==> src/rtl/regdump.sv <==
// regdump: walks a contiguous, inclusive range of register-file addresses and
// streams each (index, value) pair out over a valid/ready interface, then pulses done.
module regdump #(
  parameter int unsigned AW = 5,
  parameter int unsigned DW = 32
) (
  input  logic          clk,
  input  logic          reset,
  input  logic          start,
  input  logic [AW-1:0] first,
  input  logic [AW-1:0] last,
  output logic [AW-1:0] rd_addr,
  input  logic [DW-1:0] rd_data,
  output logic          out_valid,
  input  logic          out_ready,
  output logic [AW-1:0] out_addr,
  output logic [DW-1:0] out_data,
  output logic          busy,
  output logic          done
);

  typedef enum logic [1:0] {StIdle, StRead, StSend, StFin} state_e;

  state_e        state_q, state_d;
  logic [AW-1:0] cur_q, cur_d;
  logic [AW-1:0] end_q, end_d;
  logic [AW-1:0] out_addr_q, out_addr_d;
  logic [DW-1:0] out_data_q, out_data_d;

  // State and beat registers; reset clears everything without waiting for a clock edge.
  always_ff @(posedge clk or posedge reset) begin
    if (reset) begin
      state_q    <= StIdle;
      cur_q      <= '0;
      end_q      <= '0;
      out_addr_q <= '0;
      out_data_q <= '0;
    end else begin
      state_q    <= state_d;
      cur_q      <= cur_d;
      end_q      <= end_d;
      out_addr_q <= out_addr_d;
      out_data_q <= out_data_d;
    end
  end

  // Next-state: capture the range on start, fetch one register, hold it until accepted.
  always_comb begin
    state_d    = state_q;
    cur_d      = cur_q;
    end_d      = end_q;
    out_addr_d = out_addr_q;
    out_data_d = out_data_q;
    unique case (state_q)
      StIdle: begin
        if (start) begin
          cur_d   = first;
          end_d   = last;
          // An inverted range completes immediately with no beats.
          state_d = (first <= last) ? StRead : StFin;
        end
      end
      StRead: begin
        out_addr_d = cur_q;
        out_data_d = rd_data;
        state_d    = StSend;
      end
      StSend: begin
        if (out_ready) begin
          // Equality stop keeps cur from ever wrapping at the top of the address space.
          if (cur_q == end_q) begin
            state_d = StFin;
          end else begin
            cur_d   = cur_q + AW'(1);
            state_d = StRead;
          end
        end
      end
      StFin: begin
        state_d = StIdle;
      end
      default: begin
        state_d = StIdle;
      end
    endcase
  end

  // Outputs are pure functions of the registered state.
  always_comb begin
    busy      = (state_q != StIdle);
    out_valid = (state_q == StSend);
    done      = (state_q == StFin);
    rd_addr   = (state_q == StIdle) ? '0 : cur_q;
    out_addr  = out_addr_q;
    out_data  = out_data_q;
  end

endmodule

==> config.mk <==
export PLATFORM = sky130hd
export DESIGN_NAME = regdump
export DESIGN_NICKNAME = d
export VERILOG_FILES = /design/src/rtl/regdump.sv
export SDC_FILE = /design/constraint.sdc
export NUM_CORES = 1
export LEC_CHECK = 0
export CAP_MARGIN = 40
export CORE_MARGIN = 5
export CORE_UTILIZATION = 39
export DETAILED_ROUTE_END_ITERATION = 10
export PLACE_DENSITY = 0.77
export SYNTH_ARGS = -nofsm -noshare
export SYNTH_HDL_FRONTEND = slang
export SYNTH_SLANG_ARGS = --single-unit
==> constraint.sdc <==
create_clock -name clk -period 1.55 [get_ports clk]
set_input_delay 0.31 -clock clk [delete_from_list [all_inputs] [get_ports clk]]
set_output_delay 0.31 -clock clk [all_outputs]
set_load 0.01 [all_outputs]
==> flow_summary.toml <==
[setup_path]
path_class = "reg -> out"
worstPathArrival_ns = 1.26
crit_family = "flip-flops"
critPathRequiredTime_ns = 1.24
rrSetupSlack_ns = -0.02
r2r_end = "cur_q[1]"
cp_num_buf_inv = 2
crit_start = "state_q[1]"
crit_end = "rd_addr[0]"
cp-start-kind = "flip-flop"
worstSetupEndpointType = "primary output"
slowest_delay_ns = 0.46
r2r_cells = 7
crit_path_cell_trace = "nor2_4, buf_6, nor2b_1, buf_2"
crit_cells = 4
crit_slowest_cell = "dfrtp_2"
r2r-start = "state_q[1]"
cp_max_fo = 5

[timing]
timing.slew.headroom = 0.750
slew_viol_final = 0
tightest_slew_ns = 0.375
finalHoldViolCount = 0
fin_skew_ns = 0.00357
finalCritPeriodShare = 1.02
finalWorstSetupSlack_ns = -0.0235
fmax_mhz = 636
period_needed_ns = 1.57
setup_viol = 5
rsz0062_at_grt = "true"
timing.hold.ws_ns = 0.297

[placed_design]
place.gp.congestion = 0.750
place_hpwl_um = 4200
pre_cts_ws_ns = -0.461
io_buffers = 90

[die]
rows = 27
die-area_um2 = 7270
start_util = 0.401
dieHeight_um = 85.3
chipWidth_um = 85.3
ios = 91
core_area_um2 = 5510

[drt]
routed.top_layer = "met4"
firstDrtPassIters = 4
drtIter0Drc = 61
wl_met3_um = 442
vias_per_cell = 4.92
drc_errors = 0
routedWlPerCell_um = 17.0
wl_met1_um = 2630
met2_length_um = 3090
num_vias = 1816
ant_nets = 0
totalWireLength_um = 6270

[cts]
cts_buffers = 5
clockBufferDepth = 2
clk_latency_ns = 0.30
cts.sinks = 49
cts_tree = "yes"
holdBufCountCts = 0
root_buffer = "clkbuf_8"
htreeDepth = 2
clkSlewWorstSetupHoldPaths_ns = 0.09

[synth]
synth_compound_area_frac = 0.0656
synth-xor-area-share = 0.0198
ys_seq_area_frac = 0.555
synthesis.nets = 216
synth_fa_ha_area_frac = 0.0340
yosys.cell_types.count = 29
ys_warn_count = 0
yosys.area_share.simple = 0.0690
synth_mux_area_frac = 0.224
syn_area_um2 = 2210
syn_area_per_cell_um2 = 13.5
synth_top_family_by_area = "multiplexers"
synth_cells = 164
synth_seq_cells = 49

[global_route]
antenna_found_initial = 0
track_usage = 0.160
overflow = 0
grt_pass1_wl_um = 9310
grt_max_degree = 22
grt_pass1_vias = 1937

[min_path]
hold_path_class = "in -> async"

[outcome]
outcome = "finished, violations left"
failed_checks = "negative setup slack"

[finish]
fin_nets = 349
area_growth_pct = 78.6
diodes = 0
layout-drive-gt1-share = 0.394
fin_util = 0.717
fillerInstances = 380

[power]
powerDensity_nw_per_um2 = 1990
p_leak_nw = 1.99
p_total_mw = 7.84
irDropWorstVdd_mv = 1.15

[run]
maxCapViolCount = 0
[worst register-to-register path, cell delays in order, from the launching register on]
cell	delay, ns
dfrtp_2	0.43
buf_6	0.12
buf_6	0.11
nand2b_4	0.07
inv_8	0.07
nand4_4	0.16
o21ai_4	0.20
mux2_4	0.31
[area by class of cell]
cell class | count | area (um^2) | area share
clock buffer | 5 | 68.8 | 0.0174
timing repair buffer | 131 | 1370 | 0.348
sequential | 49 | 1230 | 0.311
multi-input combinational | 100 | 1110 | 0.280
tap | 72 | 90.1 | 0.0228
clock inverter | 2 | 35.0 | 0.00887
inverter | 10 | 45.0 | 0.0114
[kinds of logic (layout without fill, tap and decap cells)]
kind of cell,count (synthesis),in the layout
xor gates and xnor gates,5,5
DFF,49,49
buffers and inverters,15,148
muxes,44,44
AOI/OAI and AO/OA,19,19
and+or+nand+nor,26,26
adders and majority gates,6,6
[sequential cells by signal, summed over array words and instances, names as in the netlist]
signal,flops
out_data,32
out_addr,5
end_q,5
state_q,2
cur_q,5
[worst min-delay path by stage]
stage                       startpoint            to  slack [ns]  cells past startpoint
after floorplan            rd_data[20]  out_data[20]        0.46                      1
after global placement    out_data[11]  out_data[11]        0.49                      1
after detailed placement  out_data[11]  out_data[11]        0.49                      1
after CTS                        reset  out_data[17]        0.31                      2
after global routing           last[3]      end_q[3]        0.31                      2
final                            reset  out_data[15]        0.30                      2
[cell usage in the layout (no fill, tap or decap), types with 2 or more instances in the layout]
cell type / instances
nand3_1: 2
inv_2: 2
o211ai_1: 2
o2bb2ai_1: 4
buf_12: 3
clkdlybuf4s50_1: 53
ha_1: 4
buf_6: 10
dlygate4sd2_1: 4
dfrtp_1: 47
mux2_4: 33
dfrtp_2: 2
nor3_1: 4
o221ai_1: 3
buf_4: 25
mux2_2: 10
buf_8: 2
a21oi_1: 4
xnor2_1: 5
nor2b_1: 4
clkbuf_16: 3
buf_2: 5
dlymetal6s2s_1: 25
clkbuf_8: 5
inv_1: 7
nand2_1: 7
nor2_4: 2
ha_4: 2
[report_power, final]
part | internal (mW) | switching [mW]
clock | 0.469 | 0.413
combinational | 2.88 | 1.72
sequential | 1.94 | 0.429
[layer usage]
metal  vias up  global-route usage
met1       888               0.193
met2        68               0.269
li1        851                   -
met5         -                   0
met3         9              0.0456
met4         0              0.0647
[per-stage QoR]
stage | std cells | TNS [ns] | area, um^2
after CTS | 361 | -1.14 | 3620
after floorplan | 164 | -0.0143 | 2230
final | 369 | -0.0827 | 3950
after global placement | 347 | -0.942 | 3420
after global routing | 369 | -1.02 | 3950
after detailed placement | 347 | -1.17 | 3420
[Yosys cell counts]
master	n	share of area
dfrtp_1	49	0.55
mux2_2	43	0.22
inv_1	9	0.015
nand2_1	7	0.012
ha_1	6	0.034
a21oi_1	5	0.011
nor2b_1	5	0.014
xnor2_1	5	0.020
buf_2	4	0.0091
nor3_1	4	0.0091
o2bb2ai_1	4	0.016
o221ai_1	3	0.012
nand3_1	2	0.0045
nor2_1	2	0.0034
o211ai_1	2	0.0068
a2111o_1	1	0.0051
a21o_1	1	0.0034
and2_2	1	0.0034
and2b_2	1	0.0040
buf_6	1	0.0051
inv_6	1	0.0040
mux2i_1	1	0.0045
nand2b_1	1	0.0028
nand4_1	1	0.0028
nand4_4	1	0.0096
nor3b_1	1	0.0034
o211a_1	1	0.0045
o21ai_2	1	0.0040
o22ai_1	1	0.0028
[timing repair]
action / CTS / global route
setup buffers: 7 / 7
pin swaps: 5 / 6
endpoints found under the setup margin: 11 / 70
resized for setup: 47 / 75
hold endpoints to repair: 0 / 0
cloned: 0 / 4
Power figures use the tool's default switching activity.
==> RTL change: new RTL, config.mk and constraints unchanged <==
The parameter `AW` goes from 5 to 3.
--- a/src/rtl/regdump.sv
+++ b/src/rtl/regdump.sv
@@ -1,7 +1,7 @@
 // regdump: walks a contiguous, inclusive range of register-file addresses and
 // streams each (index, value) pair out over a valid/ready interface, then pulses done.
 module regdump #(
-  parameter int unsigned AW = 5,
+  parameter int unsigned AW = 3,
   parameter int unsigned DW = 32
 ) (
   input  logic          clk,
Ports: changed (resized first, last, out_addr and rd_addr); port bits go from 91 to 83. The function was not compared with the original's and may differ.
==> RTL change against the unedited design <==
Critical path depth fell by 3. Sequential cell count fell by 6. Worst setup slack improved by 77 ps. Combinational power fell by 35%. Largest power group unchanged. Wire length fell by 32%. Total power fell by 27%. Design area fell by 26%. Die area fell by 15%. Cell count fell by 23%. Synthesized area fell by 17%.
==> RTL change: results (changes against the unedited design) <==
- Status: completed
- RePlAce Congestion: 0.874 (+17%)
- Slew headroom: 85.6% (+11 points)
- Synth warn: 0 (unchanged)
- Top cells by area, synth: dfrtp_1 59%, mux2_1 14%, mux2_2 8.0%
- Clock transition at path regs: 80 ps
- DRT Pass-1 Iters: 4 (unchanged)
- Fill count: 375 (-1.3%)
- First-pass GRT wire length: 6880 um (-26%)
- Net Count, Synth: 177 (-18%)
- Number of global-route vias before repair: 1393 (-28%)
- Leak: 1.30 nW (-35%)
- Clock buffer count from CTS: 5 (unchanged)
- Via/cell ratio: 4.80 (-2.4%)
- IO Port Bufs: 82 (-8.9%)
- Synth cell count leaders: 43 x dfrtp_1, 23 x mux2_1, 13 x mux2_2
- DP HPWL: 3310 um (-21%)
- Initial antenna violation count: 0 (unchanged)
- Share of cells above drive strength 1: 22.1% (-17 points)
- Place WS: -257 ps (+204 ps)
- Synth async-reset ratio: 100% (unchanged)
- Max FO, Critical Path: 2 (-3)
- Top delay family on crit path: buffers and inverters
- HP Class: input port to asynchronous set/reset pin
- Ant diodes: 0 (unchanged)
- Nets: 277 (-21%)
- Total Routing Usage GR: 14.6% (-1.5 points)
- Max reg flops: 32 (unchanged)
- WP data arrival: 1190 ps (-70 ps)
- Peak VDD IR: 832 uV (-28%)
- Largest net degree at the start of global routing: 44 (+100%)
- Seq/Total Area, Yosys: 58.7% (+3.2 points)
- Slowest cell on the critical path: clkdlybuf4s50_1
- Initial DRC Count: 23 (-62%)
- Clock Skew: 1.42 ps (-2.15 ps)
- Latest clock arrival within the worst-skew pair: 280 ps (-20 ps)
- Longest Clk Path Bufs: 2 (unchanged)
- Final wirelength: 4290 um (-32%)
- Count of cell types in the netlist: 30 (+3.4%)
- Clock root buffer master: clkbuf_8
- H-Tree Depth: 2 (unchanged)
- Largest stage delay, worst path: 550 ps (+90 ps)
## RTL change: area by class of cell
cell class	count	area, um^2	area share (%)
Inverter	8	30.0	1.02
Tap cell	54	67.6	2.31
Sequential cell	43	1080	36.7
Timing Repair Buffer	97	953	32.5
Clock inverter	1	5.00	0.171
Clock buffer	6	82.6	2.82
Multi-Input combinational cell	76	716	24.4
## RTL change: logic make-up (layout without fill, tap and decap cells)
kind of cell / after synthesis / in the layout / share of synthesized area (%)
compound gates: 12 / 12 / 4.71
xor+xnor: 3 / 3 / 1.43
fa+ha+maj: 4 / 4 / 2.73
buf+inv: 12 / 112 / 3.27
flops: 43 / 43 / 58.7
mux: 37 / 37 / 22.6
simple gates: 20 / 20 / 6.55
## RTL change: worst paths after layout
kind                                   start  slack [ps]      endpoint  cells after the start
worst max-delay path             out_data[2]          50   out_data[2]                      1
worst min-delay path                   reset         360  out_data[29]                      3
worst max register to register    state_q[1]         110      cur_q[1]                      5
worst min register to register  out_data[29]         490  out_data[29]                      1
max in group asynchronous              reset         970  out_data[13]                      3
min in group clk                out_data[29]         490  out_data[29]                      1
## RTL change: report_power, final
group	switching (mW)	leakage [nW]	internal (mW)
registers	0.309	0.506	1.69
clock network	0.351	0.0470	0.350
logic	1.19	0.746	1.82
total	1.85	1.30	3.87
## RTL change: stage by stage
stage	std cells	power [mW]	cell area, um^2	setup TNS, ps
after floorplan	131	3.39	1830	0
after CTS	285	5.83	2950	0
after detailed placement	277	5.10	2840	-379
final	285	5.72	2930	0
after global placement	277	5.02	2840	-323
after global routing	285	6.09	2930	0
## RTL change: what timing repair did
item | in CTS | in global routing
endpoints found under the setup margin | 6 | 7
resized for setup | 22 | 7
buffers inserted | 1 | 0
gates cloned | 0 | 0
## RTL change: routing by layer
metal	part of all wire [%]	track usage, %
met3	7.6	4.24
met1	44	17.6
met5	0	0
met4	2.1	6.29
met2	46	24.0
